--- src/rtl/motion_pkg.sv ---
// rtl/motion_pkg.sv - shared types, key codes and motion helpers for motion_arbiter
package motion_pkg;

  typedef enum logic [2:0] {
    DIR_NONE  = 3'd0,
    DIR_LEFT  = 3'd1,
    DIR_RIGHT = 3'd2,
    DIR_UP    = 3'd3,
    DIR_DOWN  = 3'd4
  } dir_t;

  typedef enum logic [1:0] {
    IDLE    = 2'd0,
    KEY     = 2'd1,
    AUTO    = 2'd2,
    HOLDOFF = 2'd3
  } state_t;

  localparam logic [7:0] KEY_A = 8'h04;
  localparam logic [7:0] KEY_D = 8'h07;
  localparam logic [7:0] KEY_S = 8'h16;
  localparam logic [7:0] KEY_W = 8'h1A;

  localparam int MOTION_W = 10;

  typedef struct packed {
    logic [MOTION_W-1:0] x;
    logic [MOTION_W-1:0] y;
  } motion_t;

  // Screen coordinates: +Y points down, so UP is a negative Y step.
  function automatic motion_t dir_to_motion(input dir_t dir, input logic [MOTION_W-1:0] step);
    motion_t m;
    m = '0;
    case (dir)
      DIR_LEFT:  m.x = -step;
      DIR_RIGHT: m.x = step;
      DIR_UP:    m.y = -step;
      DIR_DOWN:  m.y = step;
      default:   m = '0;
    endcase
    return m;
  endfunction

  function automatic logic is_dir_key(input logic [7:0] code);
    return (code == KEY_A) || (code == KEY_D) || (code == KEY_S) || (code == KEY_W);
  endfunction

  function automatic dir_t key_to_dir(input logic [7:0] code);
    dir_t d;
    case (code)
      KEY_A:   d = DIR_LEFT;
      KEY_D:   d = DIR_RIGHT;
      KEY_S:   d = DIR_DOWN;
      KEY_W:   d = DIR_UP;
      default: d = DIR_NONE;
    endcase
    return d;
  endfunction

endpackage

--- src/rtl/wall_predict.sv ---
// rtl/wall_predict.sv - combinational wall-bounce prediction on ball position plus next motion
module wall_predict
  import motion_pkg::*;
#(
  parameter int unsigned X_MIN = 0,
  parameter int unsigned X_MAX = 639,
  parameter int unsigned Y_MIN = 0,
  parameter int unsigned Y_MAX = 479,
  parameter int unsigned STEP  = 1
) (
  input  logic [MOTION_W-1:0] ball_x,
  input  logic [MOTION_W-1:0] ball_y,
  input  logic [MOTION_W-1:0] ball_s,
  input  logic [MOTION_W-1:0] motion_x,
  input  logic [MOTION_W-1:0] motion_y,
  output logic                bounce,
  output logic [MOTION_W-1:0] refl_x,
  output logic [MOTION_W-1:0] refl_y
);

  localparam logic [MOTION_W:0]   X_MIN_W = (MOTION_W+1)'(X_MIN);
  localparam logic [MOTION_W:0]   X_MAX_W = (MOTION_W+1)'(X_MAX);
  localparam logic [MOTION_W:0]   Y_MIN_W = (MOTION_W+1)'(Y_MIN);
  localparam logic [MOTION_W:0]   Y_MAX_W = (MOTION_W+1)'(Y_MAX);
  localparam logic [MOTION_W:0]   STEP_W  = (MOTION_W+1)'(STEP);
  localparam logic [MOTION_W-1:0] STEP_M  = MOTION_W'(STEP);

  logic [MOTION_W:0] far_x, near_x, far_y, near_y;
  logic [MOTION_W:0] pos_x, pos_y;
  logic              inc_x, dec_x, inc_y, dec_y;

  // Edges are compared in additive form so a small ball near zero never wraps.
  always_comb begin
    pos_x  = {1'b0, ball_x};
    pos_y  = {1'b0, ball_y};
    far_x  = pos_x + {1'b0, ball_s} + STEP_W;
    far_y  = pos_y + {1'b0, ball_s} + STEP_W;
    near_x = X_MIN_W + {1'b0, ball_s} + STEP_W;
    near_y = Y_MIN_W + {1'b0, ball_s} + STEP_W;

    inc_x = (motion_x != '0) && !motion_x[MOTION_W-1];
    dec_x = motion_x[MOTION_W-1];
    inc_y = (motion_y != '0) && !motion_y[MOTION_W-1];
    dec_y = motion_y[MOTION_W-1];

    bounce = 1'b0;
    refl_x = motion_x;
    refl_y = motion_y;
    if (inc_y && (far_y >= Y_MAX_W)) begin
      bounce = 1'b1;
      refl_x = '0;
      refl_y = -STEP_M;
    end else if (dec_y && (pos_y <= near_y)) begin
      bounce = 1'b1;
      refl_x = '0;
      refl_y = STEP_M;
    end else if (inc_x && (far_x >= X_MAX_W)) begin
      bounce = 1'b1;
      refl_x = -STEP_M;
      refl_y = '0;
    end else if (dec_x && (pos_x <= near_x)) begin
      bounce = 1'b1;
      refl_x = STEP_M;
      refl_y = '0;
    end
  end

endmodule

--- src/rtl/motion_arbiter.sv ---
// rtl/motion_arbiter.sv - per-frame arbitration of ball motion between keyboard, autopilot and walls
module motion_arbiter
  import motion_pkg::*;
#(
  parameter int unsigned X_MIN          = 0,
  parameter int unsigned X_MAX          = 639,
  parameter int unsigned Y_MIN          = 0,
  parameter int unsigned Y_MAX          = 479,
  parameter int unsigned STEP           = 1,
  parameter int unsigned IDLE_FRAMES    = 60,
  parameter int unsigned HOLDOFF_FRAMES = 8
) (
  input  logic                frame_clk,
  input  logic                Reset,
  input  logic [7:0]          keycode,
  input  logic                auto_req,
  input  dir_t                auto_dir,
  input  logic [MOTION_W-1:0] BallX,
  input  logic [MOTION_W-1:0] BallY,
  input  logic [MOTION_W-1:0] BallS,
  output logic [MOTION_W-1:0] Motion_X,
  output logic [MOTION_W-1:0] Motion_Y,
  output logic                Owner,
  output logic                auto_ack,
  output logic                Bounce
);

  localparam int IW = (IDLE_FRAMES > 0) ? $clog2(IDLE_FRAMES + 1) : 1;
  localparam int HW = (HOLDOFF_FRAMES > 0) ? $clog2(HOLDOFF_FRAMES + 1) : 1;
  localparam logic [IW-1:0]       IDLE_MAX = IW'(IDLE_FRAMES);
  localparam logic [HW-1:0]       HOLD_MAX = HW'(HOLDOFF_FRAMES);
  localparam logic [MOTION_W-1:0] STEP_M   = MOTION_W'(STEP);

  state_t        state_q, state_d, nom_state;
  state_t        ret_q, ret_d;
  motion_t       motion_q, motion_d, cand;
  logic          owner_q, owner_d;
  logic          ack_q, ack_d;
  logic          bounce_q, bounce_d;
  logic [IW-1:0] idle_cnt_q, idle_cnt_d;
  logic [HW-1:0] hold_cnt_q, hold_cnt_d, hold_nom;

  logic          key_hit, idle_full, wall_hit;
  motion_t       key_mot, auto_mot;
  logic [MOTION_W-1:0] refl_x, refl_y;

  // Requester arbitration: the candidate motion before walls are considered.
  always_comb begin
    key_hit   = is_dir_key(keycode);
    key_mot   = dir_to_motion(key_to_dir(keycode), STEP_M);
    auto_mot  = dir_to_motion(auto_dir, STEP_M);
    idle_full = (idle_cnt_q == IDLE_MAX);

    idle_cnt_d = idle_cnt_q;
    if (key_hit) begin
      idle_cnt_d = '0;
    end else if (!idle_full) begin
      idle_cnt_d = idle_cnt_q + IW'(1);
    end

    nom_state = state_q;
    cand      = motion_q;
    ack_d     = 1'b0;
    hold_nom  = hold_cnt_q;
    case (state_q)
      IDLE: begin
        cand = '0;
        if (key_hit) begin
          nom_state = KEY;
          cand      = key_mot;
        end else if (auto_req && idle_full) begin
          nom_state = AUTO;
          cand      = auto_mot;
          ack_d     = 1'b1;
        end
      end
      KEY: begin
        if (key_hit) begin
          cand = key_mot;
        end else if (auto_req && idle_full) begin
          nom_state = AUTO;
          cand      = auto_mot;
          ack_d     = 1'b1;
        end
      end
      AUTO: begin
        if (key_hit) begin
          nom_state = KEY;
          cand      = key_mot;
        end else if (auto_req) begin
          cand  = auto_mot;
          ack_d = 1'b1;
        end
      end
      HOLDOFF: begin
        if (hold_cnt_q <= HW'(1)) begin
          nom_state = ret_q;
          hold_nom  = '0;
        end else begin
          hold_nom = hold_cnt_q - HW'(1);
        end
      end
      default: begin
        nom_state = IDLE;
        cand      = '0;
      end
    endcase
  end

  wall_predict #(
    .X_MIN (X_MIN),
    .X_MAX (X_MAX),
    .Y_MIN (Y_MIN),
    .Y_MAX (Y_MAX),
    .STEP  (STEP)
  ) u_wall_predict (
    .ball_x   (BallX),
    .ball_y   (BallY),
    .ball_s   (BallS),
    .motion_x (cand.x),
    .motion_y (cand.y),
    .bounce   (wall_hit),
    .refl_x   (refl_x),
    .refl_y   (refl_y)
  );

  // A bounce overrides the requesters' motion in the same frame it is predicted.
  always_comb begin
    state_d    = nom_state;
    ret_d      = ret_q;
    motion_d   = cand;
    hold_cnt_d = hold_nom;
    bounce_d   = 1'b0;
    if ((nom_state == KEY) || (nom_state == AUTO)) begin
      ret_d = nom_state;
    end
    if (wall_hit) begin
      state_d    = HOLDOFF;
      motion_d.x = refl_x;
      motion_d.y = refl_y;
      hold_cnt_d = HOLD_MAX;
      bounce_d   = 1'b1;
    end
    owner_d = (state_d == AUTO) || ((state_d == HOLDOFF) && (ret_d == AUTO));
  end

  always_ff @(posedge frame_clk or posedge Reset) begin
    if (Reset) begin
      state_q    <= IDLE;
      ret_q      <= KEY;
      motion_q   <= '0;
      owner_q    <= 1'b0;
      ack_q      <= 1'b0;
      bounce_q   <= 1'b0;
      idle_cnt_q <= '0;
      hold_cnt_q <= '0;
    end else begin
      state_q    <= state_d;
      ret_q      <= ret_d;
      motion_q   <= motion_d;
      owner_q    <= owner_d;
      ack_q      <= ack_d;
      bounce_q   <= bounce_d;
      idle_cnt_q <= idle_cnt_d;
      hold_cnt_q <= hold_cnt_d;
    end
  end

  assign Motion_X = motion_q.x;
  assign Motion_Y = motion_q.y;
  assign Owner    = owner_q;
  assign auto_ack = ack_q;
  assign Bounce   = bounce_q;

endmodule
--- config.mk ---
export PLATFORM = sky130hd
export DESIGN_NAME = motion_arbiter
export DESIGN_NICKNAME = d
export VERILOG_FILES = /design/src/rtl/motion_pkg.sv /design/src/rtl/wall_predict.sv /design/src/rtl/motion_arbiter.sv
export SDC_FILE = /design/constraint.sdc
export NUM_CORES = 1
export LEC_CHECK = 0
export BUFFER_PORTS_ARGS = -buffer_cell sky130_fd_sc_hd__buf_2
export CAP_MARGIN = 20
export CELL_PAD_IN_SITES_DETAIL_PLACEMENT = 0
export CELL_PAD_IN_SITES_GLOBAL_PLACEMENT = 1
export CORE_MARGIN = 1.5
export CORE_UTILIZATION = 47
export CTS_BUF_LIST = sky130_fd_sc_hd__clkbuf_4
export DETAILED_ROUTE_END_ITERATION = 6
export GPL_TIMING_DRIVEN = 0
export PLACE_DENSITY = 0.86
export SLEW_MARGIN = 5
export SYNTH_ARGS = -nofsm -noshare
export SYNTH_HDL_FRONTEND = slang
export SYNTH_SLANG_ARGS = --single-unit
--- constraint.sdc ---
create_clock -name frame_clk -period 8.47 [get_ports frame_clk]
set_clock_uncertainty 0.2 [all_clocks]
set_input_delay 0 -clock frame_clk [delete_from_list [all_inputs] [get_ports frame_clk]]
set_output_delay 0 -clock frame_clk [all_outputs]
set_load 0.02 [all_outputs]
==> metrics.txt <==
status=finished, final reports clean; worst-path fanout max=10; Top Layer Used=met4; via count=between 3000 and 4000; Setup Fix Bufs, Post-CTS=0; GRT Total Usage=between 20% and 30%; max frequency=between 300 and 400 MHz; largest cells by area after synthesis=dfrtp_1 23%, ha_1 14%, o21ai_0 5.6%; CP max stage delay=0.56 ns; CTS tree=built; crit-path cells=inv_1 -> ha_1 -> nand3_1 -> or4_1 -> o211ai_2 -> o31ai_1 -> nand2_1 -> o21a_1 -> a311oi_2 -> a21boi_4 -> buf_6 -> a21boi_2; Final Hold Violating Endpoints=0; startpoint types=flip-flop; Placement Rows=33; Post-Route Setup TNS=0 ns; Slew Limit Fails=0; worst min path class=input pin to flip-flop; WL met2=5310 um; routed wl met3=roughly 420 um; setup violators final=0; 1st-pass router iterations=4; antenna violations before repair=0; Post-synth EDFFs=0; CTS clk-pin slew, worst paths=approximately 0.12 ns; total grt overflow=0; critical path class=flip-flop to flip-flop; first-pass GRT wire length=17200 um; crit share post-route=a little under two fifths; combinational share of power=57.5%; Yosys top cell area share=22.7%; CP endpoint kind=flip-flop; static leakage=2.00 nW; Ports=67; Via-to-Cell Ratio=between 5 and 6; Worst Tran Pin Value=between 0.7 and 0.8 ns; min Tclk post-route=roughly 3.2 ns; cell with the most instances after synthesis=o21ai_0; unique cell type count in the Yosys netlist=79; share of cells above drive strength 1=between 10% and 20%; largest net degree at the start of global routing=38; Final ANT Viol Nets=0; share of the yosys chip area belonging to registers=about a quarter; Primary FF master, synth=dfrtp_1; Seq pwr share=a little under a third; Placeable Area=between 8000 and 9000 sq um; post-DP HPWL=8400 um; post-synthesis instance total=approximately 480; pwr dens=~230 nW/um^2; synth cell count leaders=44 x o21ai_0, 43 x ha_1, 41 x nor2_1; Max VDD drop=roughly 0.080 mV; htree depth=2; routability cong.=roughly 0.90; port bufs=66; Worst Path Buf+Inv=2; Sw Ratio=roughly 46%; Clock power frac=12.0%; internal power=0.556 mW; Slew HR=about half; die width=between 90 and 100 um; synthesized net count=roughly 570; WL/cell=about 16 um; WP data required=8.54 ns; vias in the first global route=between 3000 and 4000; TritonCTS buffer count=5; yosys warns=0; finished layout cell area=~4500 sq um; # diodes=0; die footprint=between 8000 and 9000 sq um; DP Area=4430 sq um; Yosys top cell by area=dfrtp_1; # clock sinks=37; DRC=0; average size of a mapped cell=roughly 8 sq um; Synth async-reset ratio=100%; 1st-iter DRT viols=~230; Crit path arrival time=3.26 ns; switching power=~0.47 mW; Die Y=between 90 and 100 um; post-route met1 wirelength=around 4500 um; Synth Register Bits=37; clock buffer depth=2; kind of cell adding the most delay to the critical path=compound AO/OA/AOI/OAI gates; final WL=between 10000 and 15000 um; P&R area growth vs syn=14.4%; CTS root buffer=clkbuf_4; maxcap violations=0; Final nets=roughly 650; fill count=about 780; Post-Syn Area=3960 sq um; RSZ-0062 raised after global routing=false; Crit-path slowest cell=or4_1; initial core utilization=about half; Worst-Skew Late Latency=0.34 ns
worst register-to-register path, delay by kind of cell (launching register included):
kind | cells | cell delay (ns)
fa+ha+maj | 1 | 0.21
flops | 1 | 0.44
buf+inv | 2 | 0.26
simple gates | 3 | 0.94
compound gates | 6 | 1.06
layer usage:
layer / global-route usage (%) / vias to the layer above
met5: 0 / -
met2: 44.5 / 100
met1: 28.7 / 1779
li1: - / 1976
met3: 3.06 / 16
met4: 5.47 / 0
logic make-up after synthesis:
group	synth area share [%]
multiplexers	0.505
adder cells (fa/ha/maj)	15.3
AO/OA/AOI/OAI	27.9
AND/OR/NAND/NOR	24.7
buffers and inverters	3.50
XOR/XNOR	4.64
flip-flops	23.4
final timing paths:
kind | from | to | slack [ns] | cells past startpoint
hold / removal | keycode[1] | Motion_X[0] | 0.02 | 5
hold reg to reg | hold_cnt_q[3] | hold_cnt_q[3] | 0.39 | 2
min in group asynchronous | Reset | Bounce | 0.14 | 3
max in group asynchronous | Reset | Motion_X[0] | 7.44 | 3
setup reg to reg | idle_cnt_q[0] | Motion_X[8] | 5.28 | 12
setup / recovery | idle_cnt_q[0] | Motion_X[8] | 5.28 | 12
sequential cells by signal (all words and copies together), names as in the netlist:
| signal | cells |
|---|---|
| auto_ack | 1 |
| state_q | 2 |
| Owner | 1 |
| Bounce | 1 |
| idle_cnt_q | 6 |
| Motion_Y | 10 |
| ret_q | 2 |
| hold_cnt_q | 4 |
| Motion_X | 10 |
final cells by class:
cell class                 count  area [sq um]  area share (%)
clock buffer                   5          37.5           0.828
tap                          105           131            2.90
sequential                    37           927            20.4
timing repair buffer          69           360            7.95
buffer                        13          75.1            1.66
multi-input combinational    416          2900            63.9
inverter                      17          63.8            1.41
clock inverter                 3          41.3           0.911
power groups by stage:
stage / clock network, mW / logic [mW] / registers, mW
global route: 0.133 / 0.657 / 0.322
finish: 0.123 / 0.588 / 0.312
floorplan: 0 / 0.376 / 0.360
CTS: 0.125 / 0.589 / 0.313
detailed placement: 0 / 0.587 / 0.317
global placement: 0 / 0.571 / 0.315
through the flow:
| step | util, % | hold WS, ns | std cells | worst slack (ns) | total power [mW] |
|---|---|---|---|---|---|
| finish | 55.5 | 0.0190 | 665 | 5.28 | 1.02 |
| global route | 55.5 | 0.0200 | 665 | 5.01 | 1.11 |
| CTS | 55.5 | 0.0125 | 665 | 5.25 | 1.03 |
| detailed placement | 54.1 | -0.00506 | 654 | 5.10 | 0.904 |
| global placement | 54.1 | 0.242 | 654 | 5.11 | 0.886 |
| floorplan | - | -0.0210 | 483 | 5.65 | 0.737 |
placed cells by master, fill, tap and decap left out, drive strengths merged, types with 3 or more instances in the layout:
cell type	count
or2	5
xnor2	10
maj3	3
a2111oi	5
nor2	42
o31ai	11
nand2	38
a21o	3
inv	16
nand3b	3
o21ai	46
ha	43
nand3	23
o2bb2ai	3
dfrtp	36
and4	3
a21boi	9
buf	75
nand2b	9
xor2	11
nand4	8
a311oi	3
or4	5
a31oi	7
clkbuf	9
a21oi	30
dlygate4sd3	3
o21a	17
and3	5
o22ai	5
nor4	4
nor3	16
nor2b	10
what timing repair did:
item / CTS / global route
resized for setup: 0 / 0
hold endpoints to repair: 38 / 0
setup endpoints to repair: 0 / 0
hold buffers: 3 / 0
No activity file was read; power rests on OpenSTA's default activity.
